## src/rtl/io_bridge_pkg.sv

```systemverilog
// Shared address map, read-source encoding and stop-FSM states for the CPU-side IO bridge.
package io_bridge_pkg;

    localparam logic [17:0] IO_BASE = 18'h30000;
    localparam logic [17:0] IO_UART = 18'h30000;
    localparam logic [17:0] IO_CLK  = 18'h30004;

    typedef enum logic [1:0] {
        SrcRam,
        SrcRx,
        SrcCnt,
        SrcZero
    } rd_src_e;

    typedef enum logic [1:0] {
        StRun,
        StDrain,
        StStopped
    } stop_state_e;

    // Little-endian byte lane of the cycle counter.
    function automatic logic [7:0] cnt_byte(input logic [31:0] cnt, input logic [1:0] sel);
        logic [7:0] b;
        unique case (sel)
            2'd0:    b = cnt[7:0];
            2'd1:    b = cnt[15:8];
            2'd2:    b = cnt[23:16];
            default: b = cnt[31:24];
        endcase
        return b;
    endfunction

endpackage

```

## src/rtl/io_bridge_fifo.sv

```systemverilog
// Byte-wide synchronous FIFO used as the UART TX queue; accepts a push when full if a pop
// happens in the same cycle.
module byte_fifo #(
    parameter int unsigned DEPTH = 8
) (
    input  logic                         clk_i,
    input  logic                         rst_ni,
    input  logic                         push_i,
    input  logic [7:0]                   data_i,
    input  logic                         pop_i,
    output logic [7:0]                   data_o,
    output logic [$clog2(DEPTH+1)-1:0]   count_o,
    output logic [$clog2(DEPTH+1)-1:0]   count_next_o,
    output logic                         full_o,
    output logic                         empty_o,
    output logic                         drop_o
);

    localparam int unsigned AW = $clog2(DEPTH);
    localparam int unsigned CW = $clog2(DEPTH + 1);

    logic [7:0]    mem_q [DEPTH];
    logic [AW-1:0] rd_ptr_q, rd_ptr_d;
    logic [AW-1:0] wr_ptr_q, wr_ptr_d;
    logic [CW-1:0] count_q, count_d;
    logic          push_acc, pop_acc;

    assign empty_o  = (count_q == '0);
    assign full_o   = (count_q == CW'(DEPTH));
    assign pop_acc  = pop_i & ~empty_o;
    assign push_acc = push_i & (~full_o | pop_acc);
    assign drop_o   = push_i & ~push_acc;
    assign data_o   = mem_q[rd_ptr_q];
    assign count_o  = count_q;
    assign count_next_o = count_d;

    always_comb begin
        rd_ptr_d = rd_ptr_q;
        wr_ptr_d = wr_ptr_q;
        count_d  = count_q;
        if (pop_acc) begin
            rd_ptr_d = rd_ptr_q + AW'(1);
        end
        if (push_acc) begin
            wr_ptr_d = wr_ptr_q + AW'(1);
        end
        if (push_acc && !pop_acc) begin
            count_d = count_q + CW'(1);
        end else if (!push_acc && pop_acc) begin
            count_d = count_q - CW'(1);
        end
    end

    always_ff @(posedge clk_i) begin
        if (!rst_ni) begin
            rd_ptr_q <= '0;
            wr_ptr_q <= '0;
            count_q  <= '0;
        end else begin
            rd_ptr_q <= rd_ptr_d;
            wr_ptr_q <= wr_ptr_d;
            count_q  <= count_d;
        end
    end

    // Storage is not reset; emptiness is tracked by count_q alone.
    always_ff @(posedge clk_i) begin
        if (push_acc) begin
            mem_q[wr_ptr_q] <= data_i;
        end
    end

endmodule

```

## src/rtl/io_bridge.sv

```systemverilog
// CPU bus bridge: decodes RAM vs memory-mapped UART/cycle-counter, queues TX bytes and
// tracks program termination.
module io_bridge
    import io_bridge_pkg::*;
#(
    parameter int unsigned TX_DEPTH = 8,
    parameter int unsigned RAM_AW   = 17
) (
    input  logic              clk,
    input  logic              rst,
    input  logic              rdy,
    input  logic [31:0]       cpu_a,
    input  logic              cpu_wr,
    input  logic [7:0]        cpu_dout,
    output logic [7:0]        cpu_din,
    output logic              io_buffer_full,
    output logic [RAM_AW-1:0] ram_a,
    output logic              ram_wr,
    output logic [7:0]        ram_dout,
    input  logic [7:0]        ram_din,
    output logic [7:0]        tx_data,
    output logic              tx_valid,
    input  logic              tx_ready,
    input  logic [7:0]        rx_data,
    input  logic              rx_valid,
    output logic              rx_pop,
    output logic              prog_stop,
    output logic              tx_overflow
);

    localparam int unsigned CW = $clog2(TX_DEPTH + 1);

    logic          io_sel, uart_hit, clk_hit, cnt_hit;
    logic          wr_req, rd_req;
    logic          push;
    logic [7:0]    push_data;
    logic [CW-1:0] fifo_count, fifo_count_next;
    logic          fifo_full, fifo_empty, fifo_drop;

    logic          rd_valid_q, rd_valid_d;
    rd_src_e       rd_src_q, rd_src_d;
    logic [7:0]    rd_byte_q, rd_byte_d;
    logic [7:0]    dout_q, dout_d;
    logic [31:0]   cnt_q, cnt_d;
    stop_state_e   state_q, state_d;
    logic          ovf_q, ovf_d;
    logic          buf_full_q, buf_full_d;

    logic          unused_bits;
    assign unused_bits = ^{cpu_a[31:18], fifo_count, fifo_full};

    assign io_sel   = (cpu_a[17:16] == IO_BASE[17:16]);
    assign uart_hit = (cpu_a[17:0] == IO_UART);
    assign clk_hit  = (cpu_a[17:0] == IO_CLK);
    assign cnt_hit  = (cpu_a[17:2] == IO_CLK[17:2]);
    assign wr_req   = rdy & cpu_wr;
    assign rd_req   = rdy & ~cpu_wr;

    assign ram_a    = cpu_a[RAM_AW-1:0];
    assign ram_dout = cpu_dout;
    assign ram_wr   = wr_req & ~io_sel;

    // The stop register pushes a 0x00 terminator behind any queued output.
    assign push      = wr_req & ((uart_hit & (cpu_dout != 8'h00)) | clk_hit);
    assign push_data = clk_hit ? 8'h00 : cpu_dout;
    assign rx_pop    = rd_req & uart_hit & rx_valid;

    byte_fifo #(
        .DEPTH(TX_DEPTH)
    ) u_tx_fifo (
        .clk_i       (clk),
        .rst_ni      (rst),
        .push_i      (push),
        .data_i      (push_data),
        .pop_i       (tx_ready),
        .data_o      (tx_data),
        .count_o     (fifo_count),
        .count_next_o(fifo_count_next),
        .full_o      (fifo_full),
        .empty_o     (fifo_empty),
        .drop_o      (fifo_drop)
    );

    assign tx_valid       = ~fifo_empty;
    assign io_buffer_full = buf_full_q;
    assign tx_overflow    = ovf_q;
    assign prog_stop      = (state_q == StStopped);

    // Read launch: source and byte are captured in the request cycle.
    always_comb begin
        rd_valid_d = rd_req;
        rd_src_d   = SrcZero;
        rd_byte_d  = 8'h00;
        if (!io_sel) begin
            rd_src_d = SrcRam;
        end else if (uart_hit && rx_valid) begin
            rd_src_d  = SrcRx;
            rd_byte_d = rx_data;
        end else if (cnt_hit) begin
            rd_src_d  = SrcCnt;
            rd_byte_d = cnt_byte(cnt_q, cpu_a[1:0]);
        end
    end

    always_comb begin
        cpu_din = dout_q;
        if (rd_valid_q) begin
            cpu_din = (rd_src_q == SrcRam) ? ram_din : rd_byte_q;
        end
        dout_d = cpu_din;
    end

    always_comb begin
        cnt_d      = cnt_q + 32'd1;
        ovf_d      = ovf_q | fifo_drop;
        buf_full_d = (fifo_count_next >= CW'(TX_DEPTH - 1));
        state_d    = state_q;
        unique case (state_q)
            StRun:     if (wr_req && clk_hit) state_d = StDrain;
            StDrain:   if (fifo_empty && !push) state_d = StStopped;
            StStopped: state_d = StStopped;
            default:   state_d = StRun;
        endcase
    end

    always_ff @(posedge clk) begin
        if (!rst) begin
            rd_valid_q <= 1'b0;
            rd_src_q   <= SrcZero;
            rd_byte_q  <= 8'h00;
            dout_q     <= 8'h00;
            cnt_q      <= 32'd0;
            state_q    <= StRun;
            ovf_q      <= 1'b0;
            buf_full_q <= 1'b0;
        end else begin
            rd_valid_q <= rd_valid_d;
            rd_src_q   <= rd_src_d;
            rd_byte_q  <= rd_byte_d;
            dout_q     <= dout_d;
            cnt_q      <= cnt_d;
            state_q    <= state_d;
            ovf_q      <= ovf_d;
            buf_full_q <= buf_full_d;
        end
    end

endmodule
```

## config.mk

```make
export PLATFORM = sky130hd
export DESIGN_NAME = io_bridge
export DESIGN_NICKNAME = d
export VERILOG_FILES = /design/src/rtl/io_bridge_pkg.sv /design/src/rtl/io_bridge_fifo.sv /design/src/rtl/io_bridge.sv
export SDC_FILE = /design/constraint.sdc
export NUM_CORES = 1
export LEC_CHECK = 0
export CORE_UTILIZATION = 40
export DETAILED_ROUTE_END_ITERATION = 8
export DONT_BUFFER_PORTS = 1
export PLACE_DENSITY_LB_ADDON = 0.08
export SETUP_SLACK_MARGIN = 0.15
export SKIP_LAST_GASP = 1
export SLEW_MARGIN = 25
export SYNTH_ARGS = -nofsm -noshare
export SYNTH_HDL_FRONTEND = slang
export SYNTH_SLANG_ARGS = --single-unit
```

## constraint.sdc

```tcl
create_clock -name clk -period 5.65 [get_ports clk]
set_input_delay 0.8475 -clock clk [delete_from_list [all_inputs] [get_ports clk]]
set_output_delay 0.8475 -clock clk [all_outputs]
set_load 0.01 [all_outputs]
```

[Word-level counts from Yosys, hierarchy flattened]
Memory sizes are Yosys's and may differ from the RTL's. A register that Yosys moved wholly into a read port is not among the register bits.
Cells that the tools add are included.
Widths: inputs -> output; s select.
Cells by class
  equality and inequality tests: 11
  multiplexer cells: 18
  magnitude comparators: 1
  reduce and logical (&&, ||, !) cells: 15
  bitwise gates (word level): 18
  $add $sub $neg: 5
Operators with widths (number)
  $mux 8: 5
  $eq 18x18->1 const B: 2
  $add 32x1->32 const B: 1
  $pmux 8 s3: 1
  $eq 16x16->1 const B: 1
  $and 1x1->1: 10
  $mux 2: 4
  $mux 4: 2
  $reduce_bool 8->1: 1
  $add 3x1->3 const B: 2
  $eq 2x2->1 const B: 3
  $logic_not 2->1: 3
  $mux 3: 2
  $pmux 2 s3: 1
  $logic_and 1x1->1: 5
  $not 1->1: 5
  $add 4x1->4 const B: 1
  $eq 2x1->1 const B: 2
  $eq 4x4->1 const B: 1
  $ge 4x3->1 const B: 1
  $logic_not 4->1: 1
  $ne 2x2->1 const B: 2
  $reduce_and 2->1: 2
  $sub 4x1->4 const B: 1
  3 further kinds: 9
Storage, ports and cells
  word-level logic and storage cells: 80
  register bits: 65
  memories kept: 1
  input port bits: 62
  bits in writable memories: 64
Memory list
  u_tx_fifo.mem_q: depth 8, width 8, read ports 1, clocked after memory_dff 1, write ports 1, line io_bridge_fifo.sv:22  | logic [7:0] mem_q [DEPTH];

[Logic depth before layout (Yosys ltp)]
  depth after elaboration: 10
  gate-level depth with buffers: 10

[Modules after synthesis]
Synthesis repeated with hierarchy kept, for this count alone.
Unflattened totals
  cell total of the unflattened synthesis: 511
  area, all modules: 6256.0 µm²
By module, submodules not included
  byte_fifo: times used 1, area each 3238.1 µm², sequential area each 2182.1 µm², cells each 186
  io_bridge: times used 1, area each 3017.9 µm², sequential area each 1101.1 µm², cells each 325

[Worst setup path after synthesis]
No wires, ideal clock.
  path kind: input port to flip-flop
  start point: input port cpu_a[8]
  end point: memory u_tx_fifo.mem_q[0][0] (enable)
  stages on the path: 5
  arrival time: 2551 ps
  required time: 5267 ps
  setup time: 383 ps
  path slack: 2716 ps
  path through: nor4_4 nand4_4 nor4_4 nand2b_1 nor3_1
Between the ends
  cells in the longest elaborated chain, start to end: 7
Ends and longest elaborated chain
  start, declared: line io_bridge.sv:12  | input logic [31:0] cpu_a,
  $eq 18x18->1: line io_bridge.sv:53  | assign uart_hit = (cpu_a[17:0] == IO_UART);
  $and 1x1->1: line io_bridge.sv:64  | assign push = wr_req & ((uart_hit & (cpu_dout != 8'h00)) | clk_hit);
  $or 1x1->1 (*): line io_bridge.sv:64
  $and 1x1->1 (*): line io_bridge.sv:64
  $and 1x1->1 (*): line io_bridge_fifo.sv:31  | assign push_acc = push_i & (~full_o | pop_acc);
  $mux 1 (*): line io_bridge_fifo.sv:68  | if (push_acc) begin
  $mux 1 (implied by the code) (*): line io_bridge_fifo.sv:69  | mem_q[wr_ptr_q] <= data_i;
  end, declared: line io_bridge_fifo.sv:22
Mark *: on every way between the ends. The rest lies on a longest branch, timed or not.

[Worst setup path in the final report]
  start point: input port cpu_a[4]
  end point: memory u_tx_fifo.mem_q[1][4] (enable)
Same word-level chain as after synthesis.

==> run metrics <==
status=completed; Post-Syn Area=0.005927 mm²; clock root buffer=clkbuf_16; initial antenna violation count=0; HPWL Detailed=8604 µm; ratio of cells with drive above 1 in the final layout=15.06%; CP endpoint kind=flop; max-cap violations=0; routed wire length=12310 µm; most frequent cells in the layout=68 x dfxtp_1, 64 x edfxtp_1, 58 x nor2_1; Avg Vias per Cell=5.304; CP startpoint kind=input port; r2r worst-path depth=8; power density over cell area=376.9 mW/mm²; Core Area=0.01448 mm²; post-synthesis cell type count=44; CTS buffer count=17; full die area=0.01531 mm²; register area=0.003283 mm²; yosys warns=0; Filler Cells Inserted=1354; largest net degree at the start of global routing=38; reg-to-reg slack, setup=2680 ps; num rows=44; gpl congestion=0.7750; critical path type=input port to flop; synthesized area per cell=12.20 µm²; dpl ws=2194 ps; Clock Path Buffers=2; RSZ-0062 raised after global routing=false; H-tree Lvls=4; Starting DRT DRC Count=196; area delta synth->final=8.761%; Hold Buf Count CTS=0; iteration count of the initial detailed-routing pass=6; number of synthesized flops with an enable pin=64; Clock Skew=6.324 ps; first-pass GRT wire length=18860 µm; Slew @ Worst Pin=954.8 ps; post-CTS setup buffers=0; Hold EP=u_tx_fifo.rd_ptr_q[1]; Slew Limit Headroom=36.11%; Mapped Nets=556; final setup fails=0; DP Cell Count=630; hold path depth=2; initial core utilization=40.94%; worst flop-to-flop path startpoint=u_tx_fifo.count_o[1]; n_diodes=0; Pleak=0.002120 µW; CP arrival=3140 ps; die height=123.7 µm; Worst Hold Class=flop to flop; vias in the first global route=3439; nets@finish=535; Main synth FF type=dfxtp_1; Die Wd=123.7 µm; FFs w/ async S/R, synth=0%; vias=3511; max-slew violation count=0; Port-buffer cells=0; routed wire length per instance=18.60 µm; f_max=331.4 MHz; I/O Pins=109; Critical Path Fanout Max=7; GR Overflow Total=0; Sink Count=132; post-CTS sizing=0; Max IR drop VDD=0.2220 mV; Clk pin slew, worst setup/hold paths=50 ps; CTS tree=built; min cycle time layout=3018 ps; multi-input combinational cell area=0.002344 mm²; setup ws final=2632 ps; clk_lat worst skew=410 ps; worst endpoint required time=5780 ps; Final ANT Viol Nets=0; endpoints failing hold=0; sequential area share after synthesis=55.39%; post-route insts no fill=662; final worst path period share=53.41%; cells after synthesis=486; Yosys reg bits=132; total power=2430 µW; GRT Resource Usage Total=17.16%; r2r endpoint=u_tx_fifo.mem_q[1][4]; Worst Hold Launch=u_tx_fifo.rd_ptr_q[1]; # DRC=0; setup TNS=0 ps; commonest non-fill, non-tap cell in the layout=dfxtp_1
[critical path: stages]
cell and delay, ps:
nor3_1 300, nand4_4 220, nor4_4 580, nand2_1 200
nor3_1 700, buf_4 290
[stage by stage]
stage,utilization [%],hold WS [ps],cell area [µm²]
after global placement,40.89,473.4,5921
final,44.52,478.1,6446
after detailed placement,40.89,476.9,5921
after CTS,44.52,484.5,6446
after floorplan,-,438.2,5927
after global routing,44.52,490.5,6446
[cells in the mapped netlist (9+ instances only)]
cell type	number	area, µm²
and3_1	13	81.33
xor2_1	12	105.1
mux2i_1	13	130.1
buf_4	26	195.2
nand3_1	12	60.06
and2_1	21	131.4
edfxtp_1	64	1922
o21ai_0	11	55.05
clkbuf_1	14	52.55
or3_1	9	56.30
dfxtp_1	68	1361
a21oi_1	19	95.09
mux4_2	24	540.5
xnor2_1	17	148.9
nand2_1	27	101.4
nor2_1	58	217.7
[metal layers]
metal | vias up | global-route usage (%) | share of wire (%)
li1 | 1693 | - | -
met1 | 1705 | 22.88 | 47
met2 | 98 | 26.28 | 46
met3 | 15 | 4.304 | 5.1
met4 | 0 | 7.756 | 1.8
met5 | - | 0 | 0
[logic make-up after synthesis]
| group | synth area share (%) |
|---|---|
| AO/OA/AOI/OAI | 4.982 |
| XOR/XNOR | 4.285 |
| adder cells (fa/ha/maj) | 1.689 |
| buffers and inverters | 5.066 |
| flip-flops | 55.39 |
| multiplexers | 12.84 |
| AND/OR/NAND/NOR | 15.75 |
[state kept, by name, summed over array words and instances, names as in the netlist, named ones only]
| name | count |
|---|---|
| rd_byte_q | 8 |
| u_tx_fifo.rd_ptr_q | 3 |
| state_q | 2 |
| tx_overflow | 1 |
| cnt_q | 32 |
| rd_src_q | 2 |
| u_tx_fifo.wr_ptr_q | 3 |
| rd_valid_q | 1 |
| u_tx_fifo.count_o | 4 |
| u_tx_fifo.mem_q | 64 |
| dout_q | 8 |
| io_buffer_full | 1 |
[area by class of cell]
class                      instances  area share [%]
tap                              184           3.571
clock inverter                    13           1.436
inverter                           9          0.5241
clock buffer                      19           6.716
multi-input combinational        301           36.35
sequential                       132           50.93
timing repair buffer               4          0.4658
[worst max-delay path by stage]
stage	start	to	slack, ps	cells past startpoint
floorplan	cpu_a[8]	u_tx_fifo.mem_q[0][0]	2720	5
global placement	cpu_a[8]	u_tx_fifo.mem_q[0][5]	2210	6
detailed placement	cpu_a[4]	u_tx_fifo.mem_q[0][5]	2190	6
CTS	cpu_a[8]	u_tx_fifo.mem_q[0][5]	2640	6
global route	u_tx_fifo.count_o[1]	u_tx_fifo.mem_q[0][5]	2460	8
finish	cpu_a[4]	u_tx_fifo.mem_q[1][4]	2630	6
[where the power goes]
part | total (µW) | leakage [µW] | internal, µW | switching, µW
Sequential | 1070 | 0.00113 | 1040 | 37.0
Combinational | 373 | 0.000742 | 181 | 192
Clock | 985 | 0.000252 | 592 | 392
Total | 2430 | 0.00212 | 1810 | 622
No activity file was read; power rests on OpenSTA's default activity.
